## config.mk

```make
export PLATFORM = sky130hd
export DESIGN_NAME = trace_buffer
export DESIGN_NICKNAME = d
export VERILOG_FILES = /design/src/rtl/trace_buffer.sv
export SDC_FILE = /design/constraint.sdc
export NUM_CORES = 2
export LEC_CHECK = 0
export CAP_MARGIN = 20
export CELL_PAD_IN_SITES_DETAIL_PLACEMENT = 0
export CELL_PAD_IN_SITES_GLOBAL_PLACEMENT = 1
export CORE_MARGIN = 1
export CORE_UTILIZATION = 35
export DETAILED_ROUTE_END_ITERATION = 8
export PLACE_DENSITY_LB_ADDON = 0.1
export SYNTH_ARGS = -nofsm -noshare
export SYNTH_HDL_FRONTEND = slang
export SYNTH_SLANG_ARGS = --single-unit
export TNS_END_PERCENT = 10
```

## constraint.sdc

```tcl
create_clock -name CLK -period 13.7 [get_ports CLK]
set_input_delay 1.37 -clock CLK [delete_from_list [all_inputs] [get_ports CLK]]
set_output_delay 1.37 -clock CLK [all_outputs]
set_load 0.02 [all_outputs]
```

## src/rtl/trace_buffer.sv

```systemverilog
// Retirement-trace capture buffer with wrap, stop-when-full and PC-trigger modes.
// Frozen contents drain oldest-first through a valid/ready port.
module trace_buffer #(
  parameter int DEPTH = 16,
  parameter int PC_W  = 16,
  parameter int POST  = 4
) (
  input  logic                     CLK,
  input  logic                     RST,
  input  logic                     commit_valid,
  input  logic [PC_W-1:0]          commit_pc,
  input  logic [31:0]              commit_inst,
  input  logic [4:0]               commit_rd,
  input  logic [31:0]              commit_data,
  input  logic [31:0]              commit_addr,
  input  logic [1:0]               commit_kind,
  input  logic [1:0]               mode,
  input  logic [PC_W-1:0]          trig_pc,
  input  logic                     arm,
  input  logic                     stop,
  output logic                     out_valid,
  input  logic                     out_ready,
  output logic [PC_W-1:0]          out_pc,
  output logic [31:0]              out_inst,
  output logic [4:0]               out_rd,
  output logic [31:0]              out_data,
  output logic [31:0]              out_addr,
  output logic [1:0]               out_kind,
  output logic [$clog2(DEPTH):0]   count,
  output logic                     frozen,
  output logic                     overflow,
  output logic                     trig_hit
);

  localparam int AW = $clog2(DEPTH);
  localparam int CW = AW + 1;
  localparam logic [AW-1:0] POST_V = AW'(POST);
  localparam logic [CW-1:0] FULL_V = CW'(DEPTH);

  typedef enum logic [1:0] {
    S_IDLE,
    S_CAP,
    S_POST,
    S_FRZ
  } state_t;

  typedef struct packed {
    logic [1:0]      kind;
    logic [31:0]     addr;
    logic [31:0]     data;
    logic [4:0]      rd;
    logic [31:0]     inst;
    logic [PC_W-1:0] pc;
  } entry_t;

  state_t          st, st_n;
  logic [AW-1:0]   wr_ptr, wr_n;
  logic [AW-1:0]   rd_ptr, rd_n;
  logic [CW-1:0]   cnt, cnt_n;
  logic [AW-1:0]   post_cnt, post_n;
  logic            ovf_n, hit_n;
  logic [1:0]      mode_q;
  logic [PC_W-1:0] trig_q;
  logic            wr_en;
  logic            full;
  logic            trig_m;
  entry_t          wr_e;
  entry_t          out_q;
  entry_t          mem [DEPTH];

  assign full   = (cnt == FULL_V);
  assign trig_m = (commit_pc == trig_q);

  assign wr_e.kind = commit_kind;
  assign wr_e.addr = commit_addr;
  assign wr_e.data = commit_data;
  assign wr_e.rd   = commit_rd;
  assign wr_e.inst = commit_inst;
  assign wr_e.pc   = commit_pc;

  // Next-state, pointer and flag update logic.
  always_comb begin
    st_n   = st;
    wr_en  = 1'b0;
    wr_n   = wr_ptr;
    rd_n   = rd_ptr;
    cnt_n  = cnt;
    post_n = post_cnt;
    ovf_n  = overflow;
    hit_n  = trig_hit;
    if (arm) begin
      st_n   = S_CAP;
      wr_n   = '0;
      rd_n   = '0;
      cnt_n  = '0;
      post_n = '0;
      ovf_n  = 1'b0;
      hit_n  = 1'b0;
    end else begin
      unique case (st)
        S_IDLE: begin
        end
        S_CAP: begin
          if (commit_valid) begin
            if (full && mode_q == 2'b01) begin
              st_n = S_FRZ;
            end else begin
              wr_en = 1'b1;
              wr_n  = wr_ptr + 1'b1;
              if (full) begin
                rd_n  = rd_ptr + 1'b1;
                ovf_n = 1'b1;
              end else begin
                cnt_n = cnt + 1'b1;
              end
              if (mode_q == 2'b10 && trig_m) begin
                hit_n = 1'b1;
                if (POST == 0) begin
                  st_n = S_FRZ;
                end else begin
                  post_n = POST_V;
                  st_n   = S_POST;
                end
              end
            end
          end
          if (stop) st_n = S_FRZ;
        end
        S_POST: begin
          if (commit_valid) begin
            wr_en  = 1'b1;
            wr_n   = wr_ptr + 1'b1;
            post_n = post_cnt - 1'b1;
            if (full) begin
              rd_n  = rd_ptr + 1'b1;
              ovf_n = 1'b1;
            end else begin
              cnt_n = cnt + 1'b1;
            end
            if (post_cnt == AW'(1)) st_n = S_FRZ;
          end
          if (stop) st_n = S_FRZ;
        end
        S_FRZ: begin
          if (cnt == '0) begin
            st_n = S_IDLE;
          end else if (out_ready) begin
            rd_n  = rd_ptr + 1'b1;
            cnt_n = cnt - 1'b1;
            if (cnt == CW'(1)) st_n = S_IDLE;
          end
        end
        default: st_n = S_IDLE;
      endcase
    end
  end

  // State, pointer and sticky-flag registers.
  always_ff @(posedge CLK) begin
    if (RST) begin
      st       <= S_IDLE;
      wr_ptr   <= '0;
      rd_ptr   <= '0;
      cnt      <= '0;
      post_cnt <= '0;
      overflow <= 1'b0;
      trig_hit <= 1'b0;
      mode_q   <= 2'b00;
      trig_q   <= '0;
    end else begin
      st       <= st_n;
      wr_ptr   <= wr_n;
      rd_ptr   <= rd_n;
      cnt      <= cnt_n;
      post_cnt <= post_n;
      overflow <= ovf_n;
      trig_hit <= hit_n;
      if (arm) begin
        mode_q <= (mode == 2'b11) ? 2'b00 : mode;
        trig_q <= trig_pc;
      end
    end
  end

  // Entry storage; no reset needed, contents are qualified by count.
  always_ff @(posedge CLK) begin
    if (!RST && wr_en) mem[wr_ptr] <= wr_e;
  end

  // Registered read port; bypasses a same-edge write into the head slot.
  always_ff @(posedge CLK) begin
    if (RST) begin
      out_q <= '0;
    end else if (st_n == S_FRZ && cnt_n != '0) begin
      if (wr_en && wr_ptr == rd_n) out_q <= wr_e;
      else                         out_q <= mem[rd_n];
    end else begin
      out_q <= '0;
    end
  end

  assign frozen    = (st == S_FRZ);
  assign out_valid = frozen && (cnt != '0);
  assign count     = cnt;
  assign out_pc    = out_q.pc;
  assign out_inst  = out_q.inst;
  assign out_rd    = out_q.rd;
  assign out_data  = out_q.data;
  assign out_addr  = out_q.addr;
  assign out_kind  = out_q.kind;

endmodule

```

# --- Word level (Yosys, flattened, before mapping) ---
# Memories as Yosys holds them, arrays and structs flattened. A register that Yosys moved wholly into a read port is not among the register bits.
# Index checks and enable logic that the tools add are counted.
word_totals:
  ram_bits: 1904
  inputBits: 143
  wordCells: 97
  register_bits: 39
  n_memories: 1
op_classes:
  bitwise: 2
  add_sub_neg: 5
  reduce_logical: 15
  muxes: 50
  eq_ne: 15
memory_table:
  columns: ["name", "words", "word_bits", "rd", "rd_clocked_by_memory_dff", "wr", "line_no", "text"]
  rows:
  - ["mem", 16, 119, 1, 1, 1, "69", "entry_t mem [DEPTH];"]
ops:
  columns: ["cell", "n"]
  rows:
  - ["$mux 4", 14]
  - ["$mux 5", 7]
  - ["$mux 2", 12]
  - ["$eq 16x16->1", 1]
  - ["$pmux 4 s2", 2]
  - ["$pmux 5 s3", 1]
  - ["$pmux 4 s3", 1]
  - ["$eq 2x2->1 const B", 5]
  - ["$mux 1", 10]
  - ["$reduce_bool 5->1", 2]
  - ["$add 4x1->4 const B", 2]
  - ["$ne 2x2->1 const B", 4]
  - ["$reduce_and 4->1", 2]
  - ["$pmux 2 s3", 1]
  - ["$add 5x1->5 const B", 1]
  - ["$eq 5x1->1 const B", 1]
  - ["$eq 5x5->1 const B", 1]
  - ["$logic_and 1x1->1", 5]
  - ["$logic_not 5->1", 1]
  - ["$reduce_and 5->1", 1]
  - ["$sub 5x1->5 const B", 1]
  - ["$eq 2x1->1 const B", 2]
  - ["$eq 4x1->1 const B", 1]
  - ["$pmux 1 s2", 2]
  - ["other kinds (5)", 7]

# --- Depth between registers and ports, before layout ---
logic_depth:
  ltp_word: 12
  mapped_depth: 15
  depth_no_buf: 10

# --- Worst setup path after synthesis ---
# No wires, ideal clock.
synth_timing:
  path_kind: "input to register"
  startpoint: "input port commit_valid"
  endpoint: "memory mem[15][0] (netlist name), enable pin"
  path_slack_ns: 2.480
  t_arrival_ns: 10.477
  stages: 7
  setup_ns: 0.744
  t_required_ns: 12.956
  path_cell_list: "clkbuf_1 > clkbuf_1 > nand2_1 > a21oi_1 > o211a_1 > nand2_1 > nor3_1"
synth_via:
  elab_chain_cells: 6
  elab_cells_between_ends: 7
synth_rtl:
  columns: ["item", "line_no", "text"]
  rows:
  - ["start: declaration", "10", "input logic commit_valid,"]
  - ["$mux 1, on equally long branches", "130, 104", null]
  - ["$pmux 1 s2 (*)", "100", "unique case (st)"]
  - ["$mux 1 (*)", "91", "if (arm) begin"]
  - ["$logic_and 1x1->1 (*)", "187", "if (!RST && wr_en) mem[wr_ptr] <= wr_e;"]
  - ["$mux 1 (*)", "187", null]
  - ["$mux 1 (implied by the code) (*)", "187", null]
  - ["end: declaration", "69", null]
# Mark *: on every way between the ends. The rest lies on a longest branch, timed or not.

# --- Worst setup path after layout ---
layout_timing:
  startpoint: "register st[1]"
  endpoint: "register out_q (netlist bit out_inst[8])"
layout_via:
  elab_chain_cells: 10
  elab_cells_between_ends: 24
layout_rtl:
  columns: ["item", "line_no", "text"]
  rows:
  - ["start: declaration", "56", "state_t st, st_n;"]
  - ["start signal: assignment", "171", "st <= st_n;"]
  - ["$mux 2", "116", "if (mode_q == 2'b10 && trig_m) begin"]
  - ["$mux 2", "105", "if (full && mode_q == 2'b01) begin"]
  - ["$mux 2", "104", "if (commit_valid) begin"]
  - ["$mux 2", "127", "if (stop) st_n = S_FRZ;"]
  - ["$pmux 2 s3", "100", null]
  - ["$mux 2", "91", null]
  - ["$eq 2x2->1", "194", "end else if (st_n == S_FRZ && cnt_n != '0) begin"]
  - ["$logic_and 1x1->1", "194", null]
  - ["$not 1->1 (no source line)", null, null]
  - ["$reduce_or 2->1 (no source line)", null, null]
  - ["end signal: assignment", "195", "if (wr_en && wr_ptr == rd_n) out_q <= wr_e;"]
  - ["end signal: assignment", "196", "else out_q <= mem[rd_n];"]
  - ["end: declaration", "68", "entry_t out_q;"]
# Parallel ways exist; a longest one is shown, timed or not.
# A chain may end at the register's enable or synchronous reset.

==> flow_summary.json <==
{
  "syn_avg_cell_area_um2": 16.89,
  "route.detailed.drc": 1,
  "num_io_pins": 271,
  "maxSlewHeadroom_pct": 25.21,
  "setup_viol": 0,
  "grt_pass1_vias": 48670,
  "path_delay_family": "buffers and inverters",
  "cts_buffers": 225,
  "place.gp.congestion": 0.7442,
  "clock_skew_ns": 0.04805,
  "die_h_um": 487.6,
  "start_kind": "register",
  "insertion_delay_ns": 0.89,
  "endpoint_kind": "register",
  "portBuffers": 270,
  "dp_hpwl_um": 126700,
  "status": "finished, violations left",
  "core.rowCount": 177,
  "holdBufCountCts": 0,
  "cts_sinks": 2062,
  "ctsHtreeMaxLevel": 4,
  "cts_resized": 0,
  "period_share_pct": 54.58,
  "synth_nets": 5044,
  "ys_ff_latch": 2062,
  "min_period_ns": 7.478,
  "wire_per_inst_um": 30.38,
  "finalHoldViolations": 0,
  "clk_pin_slew_ns": 0.06,
  "ys_warn_count": 0,
  "synth-edff-count": 1904,
  "hold_ws_ns": 0.4852,
  "critPathMaxStageDelay_ns": 0.76,
  "crit_path_top_delay_cell": "ha_4",
  "die_w_um": 487.6,
  "power_uw": 13330,
  "crit_required_ns": 14.39,
  "ant_nets": 0,
  "crit_type": "register to register",
  "p_leak_uw": 0.03017,
  "fin_tns_setup_ns": 0,
  "first_pass_iters": 9,
  "ys_async_sr_fraction_pct": 0,
  "grt_max_degree": 121,
  "max-vdd-ir-drop_uv": 123.0,
  "maxCapViolCount": 0,
  "rsz0062_at_grt": "false",
  "area_growth_pct": 16.58,
  "cts-root-buf": "clkbuf_16",
  "hold_path_class": "register to register",
  "cp_max_fo": 120,
  "clk_path_buf_depth": 3,
  "nNetsFinal": 5293,
  "antenna_found_initial": 32,
  "worstPathArrival_ns": 8.17,
  "crit_chain": "inv_1 > ha_4 > inv_6 > buf_4 > a41oi_1 > a32oi_2 > a21oi_4 > buf_12 > buf_12 > buf_4 > buf_4 > mux4_2 > a221oi_1 > a221oi_2",
  "worst_slew_pin_slew_ns": 1.122,
  "maxSlewViolCount": 0,
  "yosysUniqueCellTypes": 70,
  "syn_area_mm2": 0.08254,
  "grt_use_total_pct": 21.43,
  "path_common_cell": "buf_4",
  "postCtsSetupRepairBufs": 0,
  "ys_seq_area_share_pct": 73.10,
  "power_density_mw_per_mm2": 138.5,
  "synthFlopType": "edfxtp_1",
  "drt-total-wl_um": 257300,
  "core_area_mm2": 0.2334,
  "vias": 47640,
  "die_area_mm2": 0.2378,
  "grt_overflow": 0,
  "initial_core_util_pct": 35.36,
  "critPathBufInv": 7,
  "grt_pass1_wl_um": 364500,
  "fmax_ghz": 0.1337,
  "drt_iter0_markers": 4324,
  "syn_inst": 4886,
  "violations": "design-rule violations",
  "viasPerCell": 5.624,
  "drive_above_1_share_pct": 15.32,
  "cts_tree": "done"
}
[cell type report]
class	count	area, µm²
Fill cell	21040	137200
Antenna cell	5	12.51
Inverter	148	565.5
Clock inverter	126	1234
Timing Repair Buffer	383	3671
Multi-Input combinational cell	2315	20350
Clock buffer	300	6142
Tap cell	3132	3919
Sequential cell	2062	60340
[Yosys cell counts (3+ instances only)]
cell type  number  area, µm²
o21a_1          3      22.52
a221oi_2       80       1201
mux4_2        235       5293
buf_1          12      45.04
nand3_1       247       1236
buf_4          13      97.59
o211ai_1        3      22.52
o2111ai_1     119       1042
a21o_1          3      22.52
inv_1         147      551.8
nor2_1         56      210.2
ha_1           15      187.7
a211oi_1       10      75.07
nor3_1         17      85.08
xor2_1         13      113.9
nand4_1         9      56.30
o21ai_0        20      100.1
a32oi_1       118       1033
mux2i_1       374       3744
a311oi_1        5      43.79
a22o_1          3      26.28
nand2_1       612       2297
edfxtp_1     1904      57170
a221oi_1      160       1401
o21ai_1         4      20.02
buf_2          99      495.5
xnor2_1         9      78.83
nor4_1          5      31.28
dfxtp_1       158       3163
a21oi_1        23      115.1
a31oi_1         9      56.30
a222oi_1      117       1171
clkbuf_1      234      878.3
o31ai_1         3      22.52
[power breakdown]
part | switching [µW] | leakage, µW | internal [µW] | total (µW)
Combinational | 284 | 0.00816 | 130 | 414
Sequential | 3.79 | 0.0184 | 6880 | 6880
Clock | 2560 | 0.00363 | 3470 | 6040
[registers in the layout, summed over array words and instances (netlist names)]
signal,flops
count,5
mem,1904
mode_q,2
out_addr,32
out_data,32
out_inst,32
out_kind,2
out_pc,16
out_rd,5
overflow,1
post_cnt,4
rd_ptr,4
st,2
trig_hit,1
trig_q,16
wr_ptr,4
[cells by family after synthesis]
| logic type | share of synthesized area [%] |
|---|---|
| adder cells (fa/ha/maj) | 0.2274 |
| AO/OA/AOI/OAI | 7.934 |
| multiplexers | 10.96 |
| XOR/XNOR | 0.2334 |
| flip-flops | 73.10 |
| AND/OR/NAND/NOR | 5.002 |
| buffers and inverters | 2.544 |
[worst reg2reg max path: cells and delay by family (launching register included)]
kind / cells / cell delay (ns)
DFF: 1 / 0.35
adders and majority gates: 1 / 0.76
muxes: 1 / 0.65
buffers and inverters: 7 / 3.85
AOI/OAI and AO/OA: 5 / 1.71
[layout by cell type (no fill, tap or decap), types with 119 or more instances in the layout]
cell,netlist,routed
a221oi_1,160,159
clkbuf_16,0,225
clkdlybuf4s50_1,0,269
dfxtp_1,158,157
edfxtp_1,1904,1904
inv_1,147,146
mux2i_1,374,374
mux4_2,235,235
nand2_1,612,611
nand3_1,247,247
o2111ai_1,119,119
[stage by stage]
stage,setup slack [ns],std cells,util [%],instance area [µm²]
2_1_floorplan,2.480,4886,-,82540
3_3_place_gp,5.852,8039,38.05,88820
3_5_place_dp,5.784,8039,38.05,88820
4_1_cts,5.747,8465,41.21,96200
5_1_grt,5.942,8469,41.22,96230
6_report,6.222,8471,41.23,96230
[layer usage]
metal	vias up	global-route usage (%)	wire (µm)
met4	26	5.544	5921
met2	1412	36.02	125500
met3	372	3.495	13460
met5	-	0	161
li1	20410	-	-
met1	25410	28.70	112300
[worst paths after layout]
path / start / cells past startpoint / endpoint / slack [ns]
setup / recovery: st[1]$_SDFF_PP0_ / 14 / out_inst[8]$_SDFF_PP0_ / 6.22
hold / removal: trig_hit$_SDFFE_PP0P_ / 2 / trig_hit$_SDFFE_PP0P_ / 0.49
setup reg to reg: st[1]$_SDFF_PP0_ / 14 / out_inst[8]$_SDFF_PP0_ / 6.22
hold reg to reg: trig_hit$_SDFFE_PP0P_ / 2 / trig_hit$_SDFFE_PP0P_ / 0.49
No activity file was read; power rests on OpenSTA's default activity.
